<file path="config.mk">
export PLATFORM = sky130hd
export DESIGN_NAME = buzzer_sequencer
export DESIGN_NICKNAME = d
export VERILOG_FILES = /design/src/rtl/buzzer_sequencer.sv
export SDC_FILE = /design/constraint.sdc
export NUM_CORES = 1
export LEC_CHECK = 0
export CAP_MARGIN = 20
export CORE_ASPECT_RATIO = 1.5
export CORE_UTILIZATION = 60
export DETAILED_ROUTE_END_ITERATION = 7
export PLACE_DENSITY = 0.9
export SYNTH_ARGS = -nofsm -noshare
export SYNTH_HDL_FRONTEND = slang
export SYNTH_SLANG_ARGS = --single-unit
</file>
<file path="constraint.sdc">
create_clock -name clk -period 3.4 [get_ports clk]
set_input_delay 0.68 -clock clk [delete_from_list [all_inputs] [get_ports clk]]
set_output_delay 0.68 -clock clk [all_outputs]
set_load 0.02 [all_outputs]
</file>
<file path="src/rtl/buzzer_sequencer.sv">
// Note queue feeding a square-wave buzzer: each note is a half-period and a duration in ticks.
// Optional build macro BUZZER_SEQ_GAP_EN inserts GAP_TICKS silent ticks after every note.
module buzzer_sequencer #(
    parameter int FIFO_DEPTH = 4,
    parameter int TICK_DIV   = 1000,
    parameter int GAP_TICKS  = 1
) (
    input  logic                        clk,
    input  logic                        rst,
    input  logic                        en,
    input  logic                        note_valid,
    output logic                        note_ready,
    input  logic [15:0]                 note_half_period,
    input  logic [15:0]                 note_duration,
    output logic                        buzz,
    output logic                        busy,
    output logic [$clog2(FIFO_DEPTH):0] fifo_count
);
    localparam int PW = $clog2(FIFO_DEPTH);
    localparam int CW = PW + 1;
    localparam int TW = (TICK_DIV > 1) ? $clog2(TICK_DIV) : 1;
    localparam logic [TW-1:0] TICK_LAST = TW'(TICK_DIV - 1);

`ifdef BUZZER_SEQ_GAP_EN
    typedef enum logic [1:0] {IDLE, PLAY, GAP} state_t;
    // The gap reuses the tick and remaining-duration counters, so GAP_TICKS must fit 16 bits.
    localparam logic [15:0] GAP_LD = 16'(GAP_TICKS);
`else
    typedef enum logic [1:0] {IDLE, PLAY} state_t;
    logic unused_gap;
    assign unused_gap = (GAP_TICKS > 0);
`endif

    typedef struct packed {
        logic [15:0] half;
        logic [15:0] dur;
    } note_t;

    note_t          mem_q [FIFO_DEPTH];
    note_t          head;
    state_t         state_q, state_d;
    logic [PW-1:0]  wr_ptr_q, wr_ptr_d, rd_ptr_q, rd_ptr_d;
    logic [CW-1:0]  count_q, count_d;
    logic [15:0]    half_per_q, half_per_d;
    logic [15:0]    half_cnt_q, half_cnt_d;
    logic [TW-1:0]  tick_cnt_q, tick_cnt_d;
    logic [15:0]    dur_rem_q, dur_rem_d;
    logic           buzz_q, buzz_d;
    logic           push, pop;

    assign head       = mem_q[rd_ptr_q];
    assign note_ready = en && (count_q < CW'(FIFO_DEPTH));
    assign push       = note_valid && note_ready;
    assign buzz       = buzz_q;
    assign busy       = (state_q != IDLE) || (count_q != '0);
    assign fifo_count = count_q;

    always_ff @(posedge clk) begin
        if (push) mem_q[wr_ptr_q] <= '{half: note_half_period, dur: note_duration};
    end

    always_ff @(posedge clk or posedge rst) begin
        if (rst) begin
            state_q    <= IDLE;
            wr_ptr_q   <= '0;
            rd_ptr_q   <= '0;
            count_q    <= '0;
            half_per_q <= '0;
            half_cnt_q <= '0;
            tick_cnt_q <= '0;
            dur_rem_q  <= '0;
            buzz_q     <= 1'b0;
        end else begin
            state_q    <= state_d;
            wr_ptr_q   <= wr_ptr_d;
            rd_ptr_q   <= rd_ptr_d;
            count_q    <= count_d;
            half_per_q <= half_per_d;
            half_cnt_q <= half_cnt_d;
            tick_cnt_q <= tick_cnt_d;
            dur_rem_q  <= dur_rem_d;
            buzz_q     <= buzz_d;
        end
    end

    always_comb begin
        state_d    = state_q;
        wr_ptr_d   = wr_ptr_q;
        rd_ptr_d   = rd_ptr_q;
        count_d    = count_q;
        half_per_d = half_per_q;
        half_cnt_d = half_cnt_q;
        tick_cnt_d = tick_cnt_q;
        dur_rem_d  = dur_rem_q;
        buzz_d     = buzz_q;
        pop        = 1'b0;
        if (!en) begin
            state_d    = IDLE;
            wr_ptr_d   = '0;
            rd_ptr_d   = '0;
            count_d    = '0;
            half_per_d = '0;
            half_cnt_d = '0;
            tick_cnt_d = '0;
            dur_rem_d  = '0;
            buzz_d     = 1'b0;
        end else begin
            case (state_q)
                IDLE: begin
                    if (count_q != '0) begin
                        pop = 1'b1;
                        // Zero-duration notes are dropped here and cost one IDLE cycle.
                        if (head.dur != 16'd0) begin
                            state_d    = PLAY;
                            half_per_d = head.half;
                            half_cnt_d = '0;
                            tick_cnt_d = '0;
                            dur_rem_d  = head.dur;
                            buzz_d     = (head.half != 16'd0);
                        end
                    end
                end
                PLAY: begin
                    if (half_per_q != 16'd0) begin
                        if (half_cnt_q == half_per_q - 16'd1) begin
                            half_cnt_d = '0;
                            buzz_d     = ~buzz_q;
                        end else begin
                            half_cnt_d = half_cnt_q + 16'd1;
                        end
                    end
                    if (tick_cnt_q == TICK_LAST) begin
                        tick_cnt_d = '0;
                        dur_rem_d  = dur_rem_q - 16'd1;
                        if (dur_rem_q == 16'd1) begin
                            buzz_d     = 1'b0;
                            half_cnt_d = '0;
`ifdef BUZZER_SEQ_GAP_EN
                            if (GAP_LD == 16'd0) begin
                                state_d = IDLE;
                            end else begin
                                state_d   = GAP;
                                dur_rem_d = GAP_LD;
                            end
`else
                            state_d = IDLE;
`endif
                        end
                    end else begin
                        tick_cnt_d = tick_cnt_q + TW'(1);
                    end
                end
`ifdef BUZZER_SEQ_GAP_EN
                GAP: begin
                    if (tick_cnt_q == TICK_LAST) begin
                        tick_cnt_d = '0;
                        dur_rem_d  = dur_rem_q - 16'd1;
                        if (dur_rem_q == 16'd1) state_d = IDLE;
                    end else begin
                        tick_cnt_d = tick_cnt_q + TW'(1);
                    end
                end
`endif
                default: state_d = IDLE;
            endcase
            if (push) wr_ptr_d = wr_ptr_q + PW'(1);
            if (pop)  rd_ptr_d = rd_ptr_q + PW'(1);
            count_d = count_q + CW'(push) - CW'(pop);
        end
    end
endmodule

</file>
==> results.txt, run 1 <==
status: finished clean
die width: 101.5 um
Post-synth EDFFs: 128
minimum hold slack: 0.5252 ns
Slowest-stage cell, CP: or4_4
first-pass GRT wire length: 33.13 mm
Antenna diodes: 0
# clock sinks: 195
Post-Syn Instances: 659
Worst Setup End Kind: register
post-route ant nets: 0
DR vias/cell: 6.689
wire length per cell: 22.92 um
GRT Total Usage: 29.62%
placer congestion estimate: 0.8952
initial drt markers: 691
core area: 14530 um^2
initial antenna violation count: 0
largest net degree at the start of global routing: 35
share of layout cells above drive strength 1: 15.52%
RSZ-0062 raised after global routing: no
routed wire length: 21.18 mm
r2r worst-path depth: 10
crit-path max cell delay: 0.58 ns
DRT Pass-1 Iters: 6
Placement Rows: 54
vias in the first global route: 6258
synthesized cell area: 8906 um^2
nets: 763
max-slew violation count: 0
Layout area overhead: 15.51%
total number of H-tree levels: 4
Reg-to-Reg End: buzz
pre-CTS setup slack: 0.1349 ns
Max-Cap Viols: 0
Post-DP HPWL: 13.20 mm
Util after Layout: 70.82%
Critical Path Source Type: register
DRC viols: 0
Final TNS setup: 0 ns
# port buffers: 41
Worst-Skew Late Latency: 0.44 ns
final period utilization: 94.20%
Die Height: 151.2 um
num ports: 42
Leak Pwr: 3.797 nW
setup violators final: 0
hold-critical path depth: 1
top post-synthesis cells by area: edfxtp_1 (43%), dfrtp_1 (19%), mux4_2 (7.8%)
Max transition margin: 38.65%
hold path start: tick_cnt_q[9]
commonest non-fill, non-tap cell in the layout: edfxtp_1
PwrDens: 786.6 nW/um^2
worst vdd ir: 0.4862 mV
async set-or-reset flop fraction in the synthesized netlist: 34.36%
total number of vias: 6181
Mapped Avg Cell Area: 13.51 um^2
clock buffer count from CTS: 17
Critical Path RT: 3.77 ns
commonest non-fill, non-tap cells in the layout: edfxtp_1 (128), dfrtp_1 (65), nand2_1 (41), o21ai_0 (41), clkdlybuf4s50_1 (41)
worst slew pin tran: 0.9169 ns
initial core utilization: 61.31%
Synth Register Bits: 195
worst r2r src: half_per_q[1]
Yosys top cell by area: edfxtp_1
min Tclk post-route: 3.203 ns
full die area: 15340 um^2
sequential fraction of the synthesis area: 61.98%
final setup margin: 0.1971 ns
Clock Tree Buf Depth: 2
Endpoint, Worst Hold: tick_cnt_q[9]
grt total ovfl: 0
Max Fclk: 312.2 MHz
WS Path Type: register to register
Clock Tree Root: clkbuf_16
Synth Flop Type: edfxtp_1
Worst EP arrival: 3.58 ns
Hold Buf Count CTS: 0
r2r setup slk: 0.20 ns
syn nets: 707
CTS tree: built
Yosys top cell area share: 43.16%
post-synth cell types: 66
min-delay worst type: register to register
CP Max Fanout: 22
Reg clk slew, reported paths: 0.08 ns
Final Hold Viols: 0
Synth warnings: 0
Fin Clk Skew: 0.01318 ns
critical path cell sequence: inv_1 > ha_1 > nor2b_2 > nand3_4 > or4_1 > a211oi_1 > nand4_1 > or4_4 > a2111oi_2 > a221o_1
## worst max-delay path, delay by kind of cell (launching register included)
kind                       cells  cell delay (ns)
DFF                            1             0.43
and+or+nand+nor                5             1.61
buffers and inverters          1             0.08
AOI/OAI and AO/OA              3             0.81
adders and majority gates      1             0.23
## how the worst max path moves through the flow
stage	depth (start not counted)	endpoint	from	slack [ns]
3_3_place_gp	10	buzz	half_per_q[1]	0.27
4_1_cts	10	buzz	half_per_q[1]	0.12
3_5_place_dp	10	half_cnt_q[1]	half_per_q[1]	0.13
5_1_grt	10	buzz	half_per_q[1]	0.03
6_report	10	buzz	half_per_q[1]	0.20
2_1_floorplan	12	half_cnt_q[1]	half_per_q[0]	0.26
## routing by layer
metal	vias to the layer above	part of all wire, %	GRT usage (%)
met5	-	0	0
met4	0	4.5	15.72
met3	90	7.8	4.707
met2	401	51	49.32
met1	3024	36	37.37
li1	2666	-	-
## report_power, final
part           internal [mW]  leakage [nW]  switching, mW
registers               2.82          2.06          0.371
clock network           1.01         0.300           1.04
logic                   1.25          1.44           1.60
total                   5.08          3.80           3.01
## cell type report
type                       count  area, um^2
inverter                      22       82.58
clock buffer                  17       425.4
clock inverter                15       192.7
multi-input combinational    407        3163
timing repair buffer          72       655.6
fill                         862        4239
tap                          196       245.2
sequential                   195        5523
## sequential cells by signal, indices dropped and copies added (netlist names)
register	count
buzz	1
dur_rem_q	16
fifo_count	3
half_cnt_q	16
half_per_q	16
mem_q	128
rd_ptr_q	2
state_q	1
tick_cnt_q	10
wr_ptr_q	2
## logic make-up after synthesis
kind of cell	Yosys count	synth area share (%)
compound gates	134	10.16
xor+xnor	29	2.852
fa+ha+maj	12	1.770
buf+inv	57	2.669
flops	195	61.98
mux	36	8.415
simple gates	196	12.15
## per-stage QoR
step                      cells  cell area, um^2  power (mW)
after floorplan             659             8906       5.028
after global placement      892             9653       5.732
after detailed placement    892             9653       5.895
after CTS                   924            10270       7.999
after global routing        924            10290       8.439
final                       924            10290       8.092
## synthesized netlist by cell type (2+ instances only)
cell / n
o211ai_1: 3
nand2b_1: 5
o21ai_0: 41
nand4b_1: 2
clkbuf_1: 26
mux4_2: 31
dfrtp_1: 67
buf_2: 7
and3_1: 15
a22o_1: 19
o41ai_1: 2
and2_1: 13
nand3_1: 15
nand4_1: 16
or4b_2: 2
o31a_1: 2
a211o_1: 3
nand2_1: 41
nor3_1: 12
a22oi_1: 5
xnor2_1: 14
ha_1: 11
nor2_1: 31
or3_1: 4
nor4_1: 17
a21oi_1: 15
or4_1: 2
o311ai_0: 2
mux2i_1: 4
a31oi_1: 16
nand3b_1: 2
a32oi_1: 3
and4_1: 2
o22ai_1: 2
buf_6: 2
nor2b_1: 8
xor2_1: 15
edfxtp_1: 128
o31ai_1: 5
inv_1: 22
a31o_2: 2
## timing repair
action / CTS / global route
buffers inserted: 0 / 0
gates resized for setup: 0 / 4
setup endpoints to repair: 0 / 11
Power figures use the tool's default switching activity.
==> inputs of run 2 (changes only) <==
HOLD_SLACK_MARGIN = 0.08   (was not set)
REMOVE_ABC_BUFFERS = 1   (was not set)
==> results.txt, run 2 (same netlist as run 1, synthesis figures left out) <==
DR vias/cell: 6.679 (-0.15%)
CTS tree: built
Cell Count, Final, Fillers Out: 916 (-0.87%)
# clock sinks: 195 (unchanged)
PwrDens: 792.9 nW/um^2 (+0.79%)
Fin Clk Skew: 0.009491 ns (-0.003687 ns)
max reg flops: 128 (unchanged)
Critical Path RT: 3.78 ns (about the same)
# port buffers: 41 (unchanged)
Worst EP arrival: 3.61 ns (+0.03 ns)
min-delay worst type: register to register
share of layout cells above drive strength 1: 14.58% (-0.94 points)
first-pass GRT wire length: 32.71 mm (-1.3%)
Reg clk slew, reported paths: 0.08 ns (about the same)
Clock Tree Root: clkbuf_16
Clock Tree Buf Depth: 2 (unchanged)
grt total ovfl: 0 (unchanged)
die width: 101.5 um (unchanged)
Final TNS setup: 0 ns (unchanged)
minimum hold slack: 0.5112 ns (-0.01404 ns)
Max Fclk: 309.9 MHz (-0.76%)
largest net degree at the start of global routing: 35 (unchanged)
min Tclk post-route: 3.227 ns (+0.02445 ns)
Clk pwr share: 27.1% (+1.7 points)
Worst Setup End Kind: register
Max-Cap Viols: 0 (unchanged)
crit path buf inv count: 1 (unchanged)
core area: 14530 um^2 (unchanged)
worst slew pin tran: 1.025 ns (+0.1084 ns)
met3 Track Usage GR: 4.707% (unchanged)
gr busiest metal: met2
WS Path Type: register to register
final period utilization: 94.92% (+0.72 points)
critical path cell sequence: inv_1 > ha_1 > nor2b_2 > nand3_4 > or4_1 > a211oi_1 > nand4_1 > or4_4 > a2111oi_2 > a221o_1
met1 Usage GRT: 35.16% (-2.2 points)
routed wire length: 20.50 mm (-3.2%)
GRT Total Usage: 28.95% (-0.68 points)
full die area: 15340 um^2 (unchanged)
Die Height: 151.2 um (unchanged)
Slowest-stage cell, CP: or4_4
num ports: 42 (unchanged)
Antenna diodes: 0 (unchanged)
Placement Rows: 54 (unchanged)
Hold Buf Count CTS: 0 (unchanged)
placed cell count: 884 (-0.90%)
max-slew violation count: 0 (unchanged)
Layout area overhead: 15.34%
initial drt markers: 709 (+2.6%)
wire length per cell: 22.38 um (-2.4%)
switching pwr: 3.001 mW (-0.24%)
M2 GR Usage: 49.93% (+0.61 points)
crit-path max cell delay: 0.58 ns (about the same)
Critical Path Source Type: register
Combinational Power Share: 33.6% (-1.6 points)
placer congestion estimate: 0.8547 (-4.5%)
clock buffer count from CTS: 17 (unchanged)
Top reg by flops: mem_q
Worst-Skew Late Latency: 0.45 ns (about the same)
sw frac: 36.84% (-0.33 points)
vias in the first global route: 6176 (-1.3%)
DRT Pass-1 Iters: 6 (unchanged)
worst vdd ir: 0.4848 mV (-0.29%)
Leak Pwr: 3.783 nW (-0.38%)
Post-DP HPWL: 13.21 mm (about the same)
setup violators final: 0 (unchanged)
Final Hold Viols: 0 (unchanged)
delay-heaviest family, CP: simple AND/OR/NAND/NOR gates
initial core utilization: 61.31% (unchanged)
post-route ant nets: 0 (unchanged)
nets: 755 (-1.0%)
commonest non-fill, non-tap cell in the layout: edfxtp_1
final setup margin: 0.1727 ns (-0.02445 ns)
initial antenna violation count: 0 (unchanged)
RSZ-0062 raised after global routing: no
total number of H-tree levels: 4 (unchanged)
Seq pwr share: 39.3% (-0.2 points)
status: finished clean
Max transition margin: 31.13% (-7.5 points)
DRC viols: 0 (unchanged)
commonest non-fill, non-tap cells in the layout: edfxtp_1 (128), dfrtp_1 (66), nand2_1 (41), o21ai_0 (41), clkdlybuf4s50_1 (41)
pre-CTS setup slack: 0.09752 ns (-0.03734 ns)
total number of vias: 6118 (-1.0%)
Int Pwr: 5.144 mW (+1.2%)
CP Max Fanout: 22 (unchanged)
## run 2: through the flow
step | utilization (%) | power [mW] | cell area [um^2]
after detailed placement | 66.12 | 5.858 | 9605
final | 70.71 | 8.145 | 10270
after global placement | 66.12 | 5.686 | 9605
after global routing | 70.71 | 8.503 | 10270
after floorplan | - | 4.957 | 8751
after CTS | 70.63 | 8.091 | 10260
## run 2: what timing repair did
item / 4_1_cts / 5_1_grt
endpoints found under the setup margin: 0 / 18
resized for setup: 0 / 3
setup buffers: 0 / 0
hold endpoints to repair: 0 / 0
## run 2: final timing paths
path	from	end	slack, ns	depth (start not counted)
min	tick_cnt_q[9]	tick_cnt_q[9]	0.51	1
min in group asynchronous	rst	half_per_q[1]	0.68	2
max in group asynchronous	rst	rd_ptr_q[0]	2.08	3
min reg2reg	tick_cnt_q[9]	tick_cnt_q[9]	0.51	1
max	half_per_q[0]	buzz	0.17	10
max reg2reg	half_per_q[0]	buzz	0.17	10
## run 2: power by group through the flow
stage | sequential, mW | clock, mW | combinational [mW]
after floorplan | 3.20 | 0 | 1.76
after global placement | 3.19 | 0 | 2.50
after detailed placement | 3.23 | 0 | 2.63
after CTS | 3.19 | 2.22 | 2.68
after global routing | 3.24 | 2.30 | 2.96
final | 3.20 | 2.21 | 2.73
## run 2: layout make-up
type                    count  area [um^2]
clock buffers              17        425.4
repair buffers             64        608.1
well taps                 196        245.2
multi-input cells         407         3161
fillers                   867         4254
inverters                  22        82.58
clock inverters            15        229.0
flip-flops and latches    195         5522
## run 2: metal layers
metal / routed length [um] / share of wire [%] / up-vias
li1: - / - / 2651
met1: 7344 / 36 / 3025
met2: 10960 / 53 / 355
met3: 1328 / 6.5 / 87
met4: 863 / 4.2 / 0
met5: 0 / 0 / -
==> inputs of run 3 (changes only) <==
CORE_UTILIZATION = 30   (was 60)
PLACE_DENSITY = 0.56   (was 0.9)
==> results.txt, run 3 (same netlist as run 1, synthesis figures left out) <==
status: finished clean
# port buffers: 41 (unchanged)
Clock Tree Root: clkbuf_16
r2r worst-path depth: 10 (unchanged)
first-pass GRT wire length: 31.06 mm (-5.0%)
Endpoint, Worst Hold: dur_rem_q[1]
share of layout cells above drive strength 1: 15.18% (+0.60 points)
Util after Layout: 36.27% (-34 points)
max-slew violation count: 0 (unchanged)
hold path start: dur_rem_q[1]
largest net degree at the start of global routing: 68 (+94%)
min-delay worst type: register to register
commonest non-fill, non-tap cell in the layout: edfxtp_1
Critical Path RT: 3.77 ns (about the same)
nets: 766 (+1.5%)
Post-Layout Inst Area: 10520 um^2 (+2.4%)
Reg clk slew, reported paths: 0.07 ns (about the same)
Leak Pwr: 3.790 nW (+0.20%)
commonest non-fill, non-tap cells in the layout: edfxtp_1 (128), dfrtp_1 (66), nand2_1 (41), o21ai_0 (41), clkdlybuf4s50_1 (41)
routed wire length: 18.99 mm (-7.4%)
num ports: 42 (unchanged)
total number of vias: 5644 (-7.7%)
Die Height: 213.0 um (+41%)
CTS tree: built
r2r setup slk: 0.28 ns (+0.11 ns)
min Tclk post-route: 3.118 ns (-0.1089 ns)
worst r2r src: half_per_q[0]
Worst Setup End Kind: register
Reg-to-Reg End: buzz
Fin Clk Skew: 0.01410 ns (+0.004610 ns)
max reg flops: 128 (unchanged)
Clock Tree Buf Depth: 2 (unchanged)
WS Path Type: register to register
CP Max Fanout: 22 (unchanged)
grt total ovfl: 0 (unchanged)
core area: 29000 um^2 (+100%)
worst vdd ir: 0.4129 mV (-15%)
overall power: 7.828 mW (-3.9%)
total number of H-tree levels: 4 (unchanged)
full die area: 30390 um^2 (+98%)
worst slew pin tran: 0.9699 ns (-0.05536 ns)
# clock sinks: 195 (unchanged)
initial antenna violation count: 0 (unchanged)
DRC viols: 0 (unchanged)
DRT Pass-1 Iters: 4 (-2)
Final Hold Viols: 0 (unchanged)
RSZ-0062 raised after global routing: no
Max-Cap Viols: 0 (unchanged)
setup violators final: 0 (unchanged)
GRT Total Usage: 13.46% (-15 points)
Worst EP arrival: 3.49 ns (-0.12 ns)
Worst-Skew Late Latency: 0.44 ns (about the same)
Post-DP Area: 9962 um^2 (+3.7%)
Antenna diodes: 0 (unchanged)
DR vias/cell: 5.035 (-25%)
Top reg by flops: mem_q
Post-DP HPWL: 12.93 mm (-2.1%)
Critical Path Source Type: register
hold-critical path depth: 2 (+1)
PwrDens: 744.2 nW/um^2 (-6.1%)
Placement Rows: 76 (+41%)
Hold Buf Count CTS: 0 (unchanged)
wire length per cell: 16.94 um (-24%)
clock buffer count from CTS: 17 (unchanged)
vias in the first global route: 5678 (-8.1%)
post-route ant nets: 0 (unchanged)
Layout area overhead: 18.11%
final period utilization: 91.72% (-3.2 points)
Max transition margin: 35.10% (+4.0 points)
initial drt markers: 322 (-55%)
die width: 142.7 um (+41%)
Max Fclk: 320.7 MHz (+3.5%)
placer congestion estimate: 0.8046 (-5.9%)
initial core utilization: 30.71% (-31 points)
-- run 3: cell count changes in the layout (fill, tap and decap cells not counted), moves of 2 or more --
cell,before,now
buf_12,2,4
buf_4,21,30
inv_6,1,5
inv_12,6,0
inv_8,5,1
clkinv_1,0,3
clkinvlp_4,0,2
-- run 3: through the flow --
stage	hold slack, ns	TNS (ns)	std cells	setup WS [ns]
final	0.4827	0	1121	0.2815
after global routing	0.5434	0	1121	0.07250
after CTS	0.4867	0	1121	0.1543
after detailed placement	0.4711	0	1089	0.1704
after global placement	0.4618	0	1089	0.2272
after floorplan	0.4498	-19.65	624	-0.9089
-- run 3: how the worst max path moves through the flow --
stage	startpoint	endpoint	slack, ns	cells past startpoint
after global routing	half_per_q[1]	buzz	0.07	10
after CTS	half_per_q[0]	buzz	0.15	10
after floorplan	rd_ptr_q[0]	dur_rem_q[6]	-0.91	7
final	half_per_q[0]	buzz	0.28	10
after global placement	half_per_q[0]	half_cnt_q[1]	0.23	10
after detailed placement	half_per_q[0]	buzz	0.17	10
-- run 3: what timing repair did --
action	4_1_cts	5_1_grt
setup buffers	0	0
setup endpoints to repair	0	4
hold endpoints to repair	0	0
gates resized for setup	0	1
-- run 3: worst max-delay path, stage by stage, from the launching register on --
cell and delay [ns]:
dfrtp_1 0.43, inv_1 0.08, ha_1 0.15, nor2b_2 0.27, nand3_4 0.13, or4_1 0.48
a211oi_1 0.25, nand4_1 0.12, or4_4 0.58, a2111oi_2 0.40, a221o_1 0.15
-- run 3: report_power, final --
group | internal, mW | switching [mW] | leakage (nW)
registers | 2.82 | 0.319 | 2.06
logic | 1.28 | 1.49 | 1.46
clock network | 1.02 | 0.900 | 0.267
-- run 3: layout make-up --
| cell class | count | area [um^2] |
|---|---|---|
| fillers | 2804 | 18480 |
| flip-flops and latches | 195 | 5522 |
| multi-input cells | 407 | 3157 |
| repair buffers | 75 | 715.7 |
| well taps | 390 | 488.0 |
| clock buffers | 18 | 429.2 |
| clock inverters | 14 | 125.1 |
| inverters | 22 | 82.58 |
-- run 3: routing by layer --
metal | part of all wire, % | vias up | global-route usage, %
met2 | 53 | 89 | 23.80
met5 | 0 | - | 0
met4 | 1.8 | 0 | 5.673
li1 | - | 2674 | -
met3 | 2.4 | 19 | 2.355
met1 | 42 | 2862 | 15.99
